==> src/rtl/lcd_bus_pkg.sv <==
// Shared definitions for the graphic-LCD bus responder: opcodes, FSM states, address packing.
// Latency: n/a (constants and pure functions only).
// Backpressure: n/a.
package lcd_bus_pkg;

  // Instruction opcodes as mask/value pairs: (db & MASK) == VAL selects the instruction.
  localparam logic [7:0] OP_DISP_MASK  = 8'hFE;
  localparam logic [7:0] OP_DISP_VAL   = 8'h3E;  // 0x3E off, 0x3F on
  localparam logic [7:0] OP_SETY_MASK  = 8'hC0;
  localparam logic [7:0] OP_SETY_VAL   = 8'h40;
  localparam logic [7:0] OP_SETX_MASK  = 8'hF8;
  localparam logic [7:0] OP_SETX_VAL   = 8'hB8;
  localparam logic [7:0] OP_START_MASK = 8'hC0;
  localparam logic [7:0] OP_START_VAL  = 8'hC0;

  // Transaction FSM state encoding.
  typedef logic [2:0] fsm_state_t;
  localparam fsm_state_t ST_IDLE     = 3'd0;
  localparam fsm_state_t ST_DECODE   = 3'd1;
  localparam fsm_state_t ST_WR0      = 3'd2;
  localparam fsm_state_t ST_WR1      = 3'd3;
  localparam fsm_state_t ST_RD_ADDR  = 3'd4;
  localparam fsm_state_t ST_RD_LATCH = 3'd5;

  // Frame-buffer address layout: {chip, page[2:0], y[5:0]}.
  function automatic logic [9:0] fb_addr_pack(input logic chip, input logic [2:0] page,
                                              input logic [5:0] y);
    return {chip, page, y};
  endfunction

  // Status byte: {busy, 0, display-off, reset, 0000}; busy and reset are never set here.
  function automatic logic [7:0] status_byte(input logic disp_on);
    return {2'b00, ~disp_on, 5'b00000};
  endfunction

endpackage

==> src/rtl/lcd_bus_responder_if.sv <==
// LCD driver-to-panel bus: enable strobe, control, chip selects, and bidirectional data halves.
// Latency: n/a (wiring only).
// Backpressure: none; the bus is strobe-timed with no handshake.
interface lcd_bus_responder_if;
  logic       lcd_en_i;
  logic       lcd_rw_i;
  logic       lcd_dori_i;
  logic [1:0] lcd_cs_i;
  logic [7:0] lcd_db_i;
  logic [7:0] lcd_db_o;
  logic       lcd_db_oe_o;

  // master = LCD driver side, slave = panel/responder side
  modport master (
    output lcd_en_i, lcd_rw_i, lcd_dori_i, lcd_cs_i, lcd_db_i,
    input  lcd_db_o, lcd_db_oe_o
  );
  modport slave (
    input  lcd_en_i, lcd_rw_i, lcd_dori_i, lcd_cs_i, lcd_db_i,
    output lcd_db_o, lcd_db_oe_o
  );
endinterface

==> src/rtl/lcd_bus_sync.sv <==
// Two-flop synchronizer for all LCD bus inputs (moved in lockstep) with enable rise/fall detect.
// Latency: 2 clk to the s2 copies; edge pulses are valid while s1 and s2 disagree.
// Backpressure: none.
// Ports: i_en/i_rw/i_dori/i_cs/i_db raw bus in; o_* = s2 copies; o_rise/o_fall edge pulses.
module lcd_bus_sync (
  input  logic       clk,
  input  logic       rst,
  input  logic       i_en,
  input  logic       i_rw,
  input  logic       i_dori,
  input  logic [1:0] i_cs,
  input  logic [7:0] i_db,
  output logic       o_rw,
  output logic       o_dori,
  output logic [1:0] o_cs,
  output logic [7:0] o_db,
  output logic       o_rise,
  output logic       o_fall
);
  // Packed as {en, rw, dori, cs[1:0], db[7:0]} so every bit shares the same two stages.
  logic [12:0] r_s1;
  logic [12:0] r_s2;

  always_ff @(posedge clk or posedge rst) begin
    if (rst) begin
      r_s1 <= '0;
      r_s2 <= '0;
    end else begin
      r_s1 <= {i_en, i_rw, i_dori, i_cs, i_db};
      r_s2 <= r_s1;
    end
  end

  assign o_rw   = r_s2[11];
  assign o_dori = r_s2[10];
  assign o_cs   = r_s2[9:8];
  assign o_db   = r_s2[7:0];
  assign o_fall = r_s2[12] & ~r_s1[12];
  assign o_rise = ~r_s2[12] & r_s1[12];
endmodule

==> src/rtl/lcd_bus_responder.sv <==
// Two-chip 128x64 LCD panel responder: decodes bus transactions into chip state and frame-buffer traffic.
// Latency: instr 2 clk after fall detect; fb write 2 (chip1 of dual write 3); read latch 4; read drive 1 clk after rise detect.
// Backpressure: none; edges arriving while the FSM is busy are dropped and flagged on cmd_err_o.
// Ports: clk/rst; bus (slave modport); fb_we_o/fb_addr_o/fb_wdata_o/fb_rdata_i frame RAM;
//        disp_on_o, start_line0_o/start_line1_o per-chip state; cmd_err_o error pulse.
module lcd_bus_responder
  import lcd_bus_pkg::*;
(
  input  logic               clk,
  input  logic               rst,
  lcd_bus_responder_if.slave bus,
  output logic               fb_we_o,
  output logic [9:0]         fb_addr_o,
  output logic [7:0]         fb_wdata_o,
  input  logic [7:0]         fb_rdata_i,
  output logic [1:0]         disp_on_o,
  output logic [5:0]         start_line0_o,
  output logic [5:0]         start_line1_o,
  output logic               cmd_err_o
);
  // synchronized bus
  logic       w_rw, w_dori, w_rise, w_fall;
  logic [1:0] w_cs;
  logic [7:0] w_db;

  lcd_bus_sync u_sync (
    .clk    (clk),
    .rst    (rst),
    .i_en   (bus.lcd_en_i),
    .i_rw   (bus.lcd_rw_i),
    .i_dori (bus.lcd_dori_i),
    .i_cs   (bus.lcd_cs_i),
    .i_db   (bus.lcd_db_i),
    .o_rw   (w_rw),
    .o_dori (w_dori),
    .o_cs   (w_cs),
    .o_db   (w_db),
    .o_rise (w_rise),
    .o_fall (w_fall)
  );

  fsm_state_t      r_state;
  logic            r_rw, r_dori;
  logic [1:0]      r_cs;
  logic [7:0]      r_db;
  logic [1:0]      r_disp_on;
  logic [1:0][5:0] r_y;
  logic [1:0][2:0] r_page;
  logic [1:0][5:0] r_start;
  logic [7:0]      r_latch;
  logic [7:0]      r_db_o;
  logic            r_db_oe;
  logic            r_cmd_err;

  logic       w_chip, w_fb_we;
  logic [9:0] w_fb_addr;
  logic       w_op_disp, w_op_sety, w_op_setx, w_op_start, w_op_legal;

  // WR1 is always the chip1 half of a dual write; otherwise the single selected chip.
  assign w_chip    = (r_state == ST_WR1) || (r_cs == 2'b10);
  assign w_fb_we   = (r_state == ST_WR0) || (r_state == ST_WR1);
  assign w_fb_addr = fb_addr_pack(w_chip, r_page[w_chip], r_y[w_chip]);

  assign w_op_disp  = (r_db & OP_DISP_MASK)  == OP_DISP_VAL;
  assign w_op_sety  = (r_db & OP_SETY_MASK)  == OP_SETY_VAL;
  assign w_op_setx  = (r_db & OP_SETX_MASK)  == OP_SETX_VAL;
  assign w_op_start = (r_db & OP_START_MASK) == OP_START_VAL;
  assign w_op_legal = w_op_disp | w_op_sety | w_op_setx | w_op_start;

  always_ff @(posedge clk or posedge rst) begin
    if (rst) begin
      r_state   <= ST_IDLE;
      r_rw      <= 1'b0;
      r_dori    <= 1'b0;
      r_cs      <= 2'b00;
      r_db      <= 8'h00;
      r_disp_on <= 2'b00;
      r_y       <= '0;
      r_page    <= '0;
      r_start   <= '0;
      r_latch   <= 8'h00;
      r_db_o    <= 8'h00;
      r_db_oe   <= 1'b0;
      r_cmd_err <= 1'b0;
    end else begin
      r_cmd_err <= 1'b0;

      // Read drive: start on rise for a single-chip read, release on any fall.
      if (w_fall) begin
        r_db_oe <= 1'b0;
      end
      if (w_rise && (r_state == ST_IDLE) && w_rw && (w_cs[0] ^ w_cs[1])) begin
        r_db_oe <= 1'b1;
        r_db_o  <= w_dori ? r_latch : status_byte(r_disp_on[w_cs[1]]);
      end
      if ((w_rise || w_fall) && (r_state != ST_IDLE)) begin
        r_cmd_err <= 1'b1;
      end

      case (r_state)
        ST_IDLE: begin
          if (w_fall) begin
            r_rw    <= w_rw;
            r_dori  <= w_dori;
            r_cs    <= w_cs;
            r_db    <= w_db;
            r_state <= ST_DECODE;
          end
        end
        ST_DECODE: begin
          r_state <= ST_IDLE;
          if (r_cs != 2'b00) begin
            if (!r_rw && !r_dori) begin
              if (!w_op_legal) begin
                r_cmd_err <= 1'b1;
              end else begin
                for (int c = 0; c < 2; c++) begin
                  if (r_cs[c]) begin
                    if (w_op_disp)       r_disp_on[c] <= r_db[0];
                    else if (w_op_sety)  r_y[c]       <= r_db[5:0];
                    else if (w_op_setx)  r_page[c]    <= r_db[2:0];
                    else                 r_start[c]   <= r_db[5:0];
                  end
                end
              end
            end else if (!r_rw) begin
              r_state <= ST_WR0;
            end else if (r_cs == 2'b11) begin
              r_cmd_err <= 1'b1;  // a read cannot target both chips
            end else if (r_dori) begin
              r_state <= ST_RD_ADDR;
            end
          end
        end
        ST_WR0: begin
          r_y[w_chip] <= r_y[w_chip] + 6'd1;
          r_state     <= (r_cs == 2'b11) ? ST_WR1 : ST_IDLE;
        end
        ST_WR1: begin
          r_y[1]  <= r_y[1] + 6'd1;
          r_state <= ST_IDLE;
        end
        ST_RD_ADDR: begin
          r_state <= ST_RD_LATCH;
        end
        ST_RD_LATCH: begin
          // Address stays presented here, so y only moves after the RAM has answered.
          r_latch     <= fb_rdata_i;
          r_y[w_chip] <= r_y[w_chip] + 6'd1;
          r_state     <= ST_IDLE;
        end
        default: r_state <= ST_IDLE;
      endcase
    end
  end

  assign fb_we_o       = w_fb_we;
  assign fb_addr_o     = (w_fb_we || (r_state == ST_RD_ADDR) || (r_state == ST_RD_LATCH)) ? w_fb_addr : 10'h000;
  assign fb_wdata_o    = w_fb_we ? r_db : 8'h00;
  assign disp_on_o     = r_disp_on;
  assign start_line0_o = r_start[0];
  assign start_line1_o = r_start[1];
  assign cmd_err_o     = r_cmd_err;
  assign bus.lcd_db_o    = r_db_o;
  assign bus.lcd_db_oe_o = r_db_oe;
endmodule
==> src/flat_wrapper.sv <==
// flat-port wrapper written by rule: the top's interface ports become plain ports
module lcd_bus_responder_flat import lcd_bus_pkg::*;
  (clk, rst, fb_we_o, fb_addr_o, fb_wdata_o, fb_rdata_i, disp_on_o, start_line0_o, start_line1_o, cmd_err_o, bus_lcd_en_i, bus_lcd_rw_i, bus_lcd_dori_i, bus_lcd_cs_i, bus_lcd_db_i, bus_lcd_db_o, bus_lcd_db_oe_o);
  lcd_bus_responder_if bus_i ();
  input  logic clk;
  input  logic rst;
  output logic fb_we_o;
  output logic [9:0] fb_addr_o;
  output logic [7:0] fb_wdata_o;
  input  logic [7:0] fb_rdata_i;
  output logic [1:0] disp_on_o;
  output logic [5:0] start_line0_o;
  output logic [5:0] start_line1_o;
  output logic cmd_err_o;
  input wire logic [$bits(bus_i.lcd_en_i)-1:0] bus_lcd_en_i;
  input wire logic [$bits(bus_i.lcd_rw_i)-1:0] bus_lcd_rw_i;
  input wire logic [$bits(bus_i.lcd_dori_i)-1:0] bus_lcd_dori_i;
  input wire logic [$bits(bus_i.lcd_cs_i)-1:0] bus_lcd_cs_i;
  input wire logic [$bits(bus_i.lcd_db_i)-1:0] bus_lcd_db_i;
  output wire logic [$bits(bus_i.lcd_db_o)-1:0] bus_lcd_db_o;
  output wire logic [$bits(bus_i.lcd_db_oe_o)-1:0] bus_lcd_db_oe_o;
  assign bus_i.lcd_en_i = bus_lcd_en_i;
  assign bus_i.lcd_rw_i = bus_lcd_rw_i;
  assign bus_i.lcd_dori_i = bus_lcd_dori_i;
  assign bus_i.lcd_cs_i = bus_lcd_cs_i;
  assign bus_i.lcd_db_i = bus_lcd_db_i;
  assign bus_lcd_db_o = bus_i.lcd_db_o;
  assign bus_lcd_db_oe_o = bus_i.lcd_db_oe_o;
  lcd_bus_responder u_core (.clk(clk), .rst(rst), .bus(bus_i), .fb_we_o(fb_we_o), .fb_addr_o(fb_addr_o), .fb_wdata_o(fb_wdata_o), .fb_rdata_i(fb_rdata_i), .disp_on_o(disp_on_o), .start_line0_o(start_line0_o), .start_line1_o(start_line1_o), .cmd_err_o(cmd_err_o));
endmodule
==> config.mk <==
export PLATFORM = sky130hd
export DESIGN_NAME = lcd_bus_responder_flat
export DESIGN_NICKNAME = d
export VERILOG_FILES = /design/src/rtl/lcd_bus_pkg.sv /design/src/rtl/lcd_bus_responder_if.sv /design/src/rtl/lcd_bus_sync.sv /design/src/rtl/lcd_bus_responder.sv /design/src/flat_wrapper.sv
export SDC_FILE = /design/constraint.sdc
export NUM_CORES = 1
export LEC_CHECK = 0
export BUFFER_PORTS_ARGS = -buffer_cell sky130_fd_sc_hd__buf_2
export CORE_MARGIN = 2
export CORE_UTILIZATION = 35
export CTS_CLUSTER_SIZE = 16
export DETAILED_ROUTE_END_ITERATION = 16
export HOLD_SLACK_MARGIN = 0.1
export PLACE_DENSITY = 0.53
export SYNTH_ARGS = -nofsm -noshare
export SYNTH_HDL_FRONTEND = slang
export SYNTH_HIERARCHICAL = 1
export SYNTH_SLANG_ARGS = --single-unit
==> constraint.sdc <==
create_clock -name clk -period 2.4 [get_ports clk]
set_input_delay 0 -clock clk [delete_from_list [all_inputs] [get_ports clk]]
set_output_delay 0 -clock clk [all_outputs]
set_load 0.005 [all_outputs]
## Word-level counts from Yosys, hierarchy flattened

Cells that the tools add are included.

| operators by class | value |
|---|---|
| $add $sub $neg | 2 |
| order comparisons | 3 |
| equal/unequal tests | 19 |
| multiplexer cells | 38 |
| bitwise logic cells | 12 |
| reductions and logical operators | 29 |

Operators by type and width:

| kind | count |
|---|---|
| $mux W6 | 7 |
| $mux W12 | 3 |
| $reduce_and A8 Y1 | 4 |
| $mux W3 | 8 |
| $pmux W6 S3 | 1 |
| $mux W8 | 2 |
| $ne A2 B1 Y1 const B | 7 |
| $reduce_and A7 Y1 | 2 |
| $add A6 B1 Y6 const B | 2 |
| $bwmux W12 | 1 |
| $pmux W3 S4 | 1 |
| $pmux W6 S2 | 1 |
| $reduce_and A6 Y1 | 2 |
| $mux W1 | 11 |
| $mux W10 | 1 |
| $eq A7 B5 Y1 const B | 1 |
| $demux W6 S1 | 1 |
| $eq A2 B2 Y1 const B | 3 |
| $eq A3 B2 Y1 const B | 2 |
| $eq A3 B3 Y1 const B | 2 |
| $logic_and A1 B1 Y1 | 6 |
| $not A1 Y1 | 6 |
| $reduce_bool A2 Y1 | 3 |
| $reduce_bool A3 Y1 | 2 |
| 15 further kinds | 24 |

| word-level totals | value |
|---|---|
| register bits after elaboration | 91 |
| input bits | 23 |
| output and inout bits | 43 |
| word-level logic and storage cells | 122 |

## Depth between registers and ports, before layout

| logic depth | value |
|---|---|
| depth in word-level cells | 10 |
| depth in mapped cells | 11 |
| mapped depth without buffers | 9 |

## By module

The synthesis kept the hierarchy.

By module, submodules not included:

| module | instances | cells each | area each (um2) | seq. area each (um2) |
|---|---|---|---|---|
| lcd_bus_responder | 1 | 338 | 3337.0 | 1626.6 |
| lcd_bus_sync | 1 | 39 | 744.5 | 650.6 |

## Worst setup path after synthesis

No wires, ideal clock.

| timing path | value |
|---|---|
| kind | reg-to-reg |
| start | register u_core.r_state[1] |
| end | register u_core/r_y[10] (netlist name) |
| setup time | 0.124 ns |
| data arrival time | 2.078 ns |
| required time | 2.276 ns |
| slack | 0.199 ns |
| cell stages (with the launch flop) | 12 |
| buffers on the path | 2 |
| path through | dfrtp_1 > buf_2 > nor2b_1 > clkbuf_1 > a21oi_2 > nand2_1 > nand2_1 > ha_1 > nand3_1 > xor2_1 > nor3_1 > a211o_1 |

| between the ends | value |
|---|---|
| longest elaborated chain between the ends | 8 |
| elaborated cells on any way between the ends | 24 |
| those cells by class | add/sub (1); order compare (2); eq/ne (10); mux (6); reduce/logical (5) |

RTL lines:

| item | line | RTL |
|---|---|---|
| start: declaration | lcd_bus_responder.sv:42 | `fsm_state_t r_state;` |
| start signal: assignment | lcd_bus_responder.sv:137 | `r_state <= (r_cs == 2'b11) ? ST_WR1 : ST_IDLE;` |
| parallel branches: the longest is 8 deep, another holds $add A6 B1 Y6 | - |  |
| end signal: indexed assignment | lcd_bus_responder.sv:120 | `else if (w_op_sety) r_y[c] <= r_db[5:0];` |
| end signal: indexed assignment | lcd_bus_responder.sv:136 | `r_y[w_chip] <= r_y[w_chip] + 6'd1;` |
| end signal: indexed assignment | lcd_bus_responder.sv:149 | `r_y[w_chip] <= r_y[w_chip] + 6'd1;` |
| end: declaration | lcd_bus_responder.sv:47 | `logic [1:0][5:0] r_y;` |

Several ways; the timed one is not identified. The select of a mux whose other input is x is not followed.
A chain may end at the register's enable or synchronous reset.

## Worst setup path after layout

| timing path | value |
|---|---|
| start | register u_core.r_state[2] |
| end | register u_core/r_y[10] (netlist name) |

Same word-level chain as after synthesis.

==> summary.txt <==
Critical path
  – Crit. End Element: register
  – Crit-path cells: nand3b_1 > nand2_1 > mux2_2 > ha_1 > nand3_1 > xor2_1 > nor3_1 > a211o_1
  – Family with the most delay on the worst path: simple AND/OR/NAND/NOR gates
  – Crit path largest cell delay: 370 ps
  – Startpoint types: register
  – FF-to-FF End: u_core/r_y[10]
  – Peak fanout along the critical path: 6
  – Setup slack, reg-to-reg: 310 ps
  – CP max-delay cell: dfrtp_1
  – Arrival @ worst endpoint: 2320 ps
  – Worst path bufs/invs: 0
  – Worst reg2reg path depth: 8
  – Reg2reg start: u_core/r_state[2]
  – WS Path Type: reg -> reg
  – CP required: 2620 ps

Synth
  – Top post-synthesis cells by area: dfrtp_1 (56%), mux2_2 (9.1%), nand2_1 (6.2%)
  – Yosys warnings: 6
  – Yosys top cell area share: 55.8%
  – Cell accounting for the most synthesized area: dfrtp_1
  – Mean Syn Cell Area: 10.8 sq um
  – Mapped cell area: 4080 sq um
  – Ys async rst share: between 90% and 100%
  – Synth Register Bits: 91
  – Mux cell area share after synthesis: 9.63%
  – Synthesized Nets: 402
  – Sequential share of the synthesized area: between 50 and 60%
  – Synth cell types: 51
  – Compound-Gate Fraction of Synth Area: 10.4%
  – Fraction of synthesized cell area in xor and xnor cells: 1.72%
  – Adder-cell share of the synthesized area: less than 1%
  – Main combinational cell family by area after synthesis: simple AND/OR/NAND/NOR gates
  – Syn Inst Count: 377
  – Post-synthesis simple-gate area fraction: 16.3%
  – EDFF count, synth: 0
  – Post-synth top flop: dfrtp_1

Floorplan
  – Row cnt: 39
  – Die Ht: 112 um
  – Die width: roughly 110 um
  – IO Pins: 66
  – Initial core utilization: 35.7%
  – Core ar.: 11400 sq um
  – Die Area: 12500 sq um

Detailed routing
  – Routed len/inst: roughly 15 um
  – Final WL: ~9.3 mm
  – Vias per inst: approximately 5
  – DRT Pass-1 Iters: 4
  – Drt drc: 0
  – Via count: 3027
  – 1st-iter DRT viols: approximately 120
  – Final ANT Viol Nets: 0

CTS
  – Number of hold buffers added after CTS: 22
  – CTS tree: done
  – Setup bufs post-CTS: 0
  – Sink Count: 91
  – Clk root buf: clkbuf_16
  – Cts repair resizes: 0
  – Clk_lat worst skew: roughly 340 ps
  – H-tree depth: 3
  – Longest Clk Path Bufs: 2
  – CTS buffer count: 9
  – Reg clk slew, reported paths: 60 ps

Cells and area
  – Finished Layout Cells: 605
  – Share of layout cells above drive strength 1: 29.9%
  – Post-route cell area: 5060 sq um
  – Ant diodes: 0
  – Layout Utilization: 44.3%
  – Syn-to-layout area delta: 23.9%
  – Fin nets: 482
  – FILL cells: 1101

GRT
  – First-pass GRT wire length: 15.4 mm
  – Vias in the first global route: approximately 3000
  – Pin count of the biggest net entering global routing: 33
  – Grt total ovfl: 0
  – Initial antenna violation count: 0
  – Tot GR Track Use: approximately 16%

Timing
  – Clock Skew: ~4.3 ps
  – Hold Vio Cnt, Final: 0
  – Least-Margin Pin Slew: 952 ps
  – Period utilization: between 80 and 90%
  – Max_slew headroom: 36.5%
  – Setup TNS: 0 ps
  – Max Slew Vio Count: 0
  – RSZ-0062 raised after global routing: false
  – Fmax: about 480 MHz
  – Final WS setup: 307 ps
  – Worst Hold Margin: 246 ps
  – Final Setup Violations: 0
  – Tmin final: 2090 ps

Placement
  – Placed instance area: around 4500 sq um
  – Buffers on Ports: 65
  – Detailed Place HPWL: 6.58 mm
  – RD Place Congestion: 0.835
  – Dpl cells: 567
  – Dpl ws: 315 ps

Worst hold path
  – Hold Path Class: in -> async

Power
  – Pwr dens: 1090 nW/um^2
  – Power after layout: 5.54 mW
  – Worst VDD drop: 0.479 mV
  – Leakage Power: 2.43 nW

Status
  – Status: complete, no violations

Flow run
  – Maxcap violations: 0
## layer usage
layer,global-route usage [%],share of wire [%]
met1,20.5,45
met2,25.5,50
met3,3.92,3.9
met4,4.96,1.5
met5,0,0
## sequential cells by signal (all words and copies together), names as in the netlist
name and cells:
u_core/u_sync/r_s1 13, u_core/u_sync/r_s2 13, u_core/r_y 12, u_core/bus.lcd_db_o 8
u_core/r_db 8, u_core/r_latch 8, u_core/r_page 6, u_core/start_line0_o 6
u_core/start_line1_o 6, u_core/r_state 3, u_core/disp_on_o 2, u_core/r_cs 2
u_core/bus.lcd_db_oe_o 1, u_core/cmd_err_o 1, u_core/r_dori 1, u_core/r_rw 1
## cell usage after synthesis, types with 7 or more instances
| cell type | count |
|---|---|
| nor3_1 | 7 |
| buf_4 | 12 |
| nor2b_1 | 9 |
| a21oi_1 | 15 |
| clkbuf_1 | 14 |
| inv_1 | 13 |
| nand3_1 | 12 |
| o21ai_0 | 17 |
| dfrtp_1 | 91 |
| nand2_1 | 67 |
| and2_1 | 8 |
| mux2_2 | 33 |
## cells in the final DEF, fill, tap and decap left out, drive strengths merged, types with 2 or more instances in the layout
cell type / count
dfrtp: 91
buf: 80
nand2: 67
mux2: 34
dlygate4sd3: 22
o21ai: 17
a21oi: 17
nand3: 14
inv: 14
clkbuf: 9
nor2b: 9
and2: 9
nor3: 8
and3: 6
nor2: 6
xor2: 5
a32oi: 4
clkinv: 4
o22ai: 3
xnor2: 3
a221o: 3
o2bb2ai: 3
nand4: 3
o32ai: 2
nand3b: 2
a22oi: 2
nand2b: 2
a221oi: 2
a211oi: 2
o221ai: 2
ha: 2
## cell families (layout without fill, tap and decap cells)
group	count (synthesis)	count (layout)
and+or+nand+nor	133	133
DFF	91	91
AOI/OAI and AO/OA	62	62
buffers and inverters	46	131
muxes	35	35
xor gates and xnor gates	8	8
adders and majority gates	2	2
## layout make-up
type / count / area [sq um] / area share (%)
Clock inverter: 7 / 77.6 / 1.53
Sequential cell: 91 / 2280 / 45.0
Timing Repair Buffer: 102 / 671 / 13.3
Inverter: 13 / 48.8 / 0.965
Tap cell: 143 / 179 / 3.54
Multi-Input combinational cell: 240 / 1580 / 31.2
Clock buffer: 9 / 225 / 4.45
## where the power goes
part	switching, mW	internal (mW)	total, mW	leakage [nW]
combinational	0.844	0.790	1.63	1.15
clock	0.588	0.813	1.40	0.146
sequential	0.506	2.00	2.50	1.13
total	1.94	3.60	5.54	2.43
## worst reg2reg max path: stages, from the launching register on
cell and delay (ps):
dfrtp_1 370, nand3b_1 240, nand2_1 150, mux2_2 350, ha_1 260, nand3_1 120
xor2_1 160, nor3_1 60, a211o_1 270
## worst max path at each step
| stage | slack (ps) | from | cells after the start | to |
|---|---|---|---|---|
| after global placement | 380 | u_core/r_cs[0] | 8 | u_core/r_y[10] |
| after detailed placement | 320 | u_core/r_state[2] | 8 | u_core/r_y[10] |
| after global routing | 150 | u_core/r_state[0] | 10 | u_core/r_y[10] |
| after floorplan | 200 | u_core/r_state[1] | 11 | u_core/r_y[10] |
| final | 310 | u_core/r_state[2] | 8 | u_core/r_y[10] |
| after CTS | 300 | u_core/r_state[2] | 8 | u_core/r_y[10] |
No activity file was read; power rests on OpenSTA's default activity.
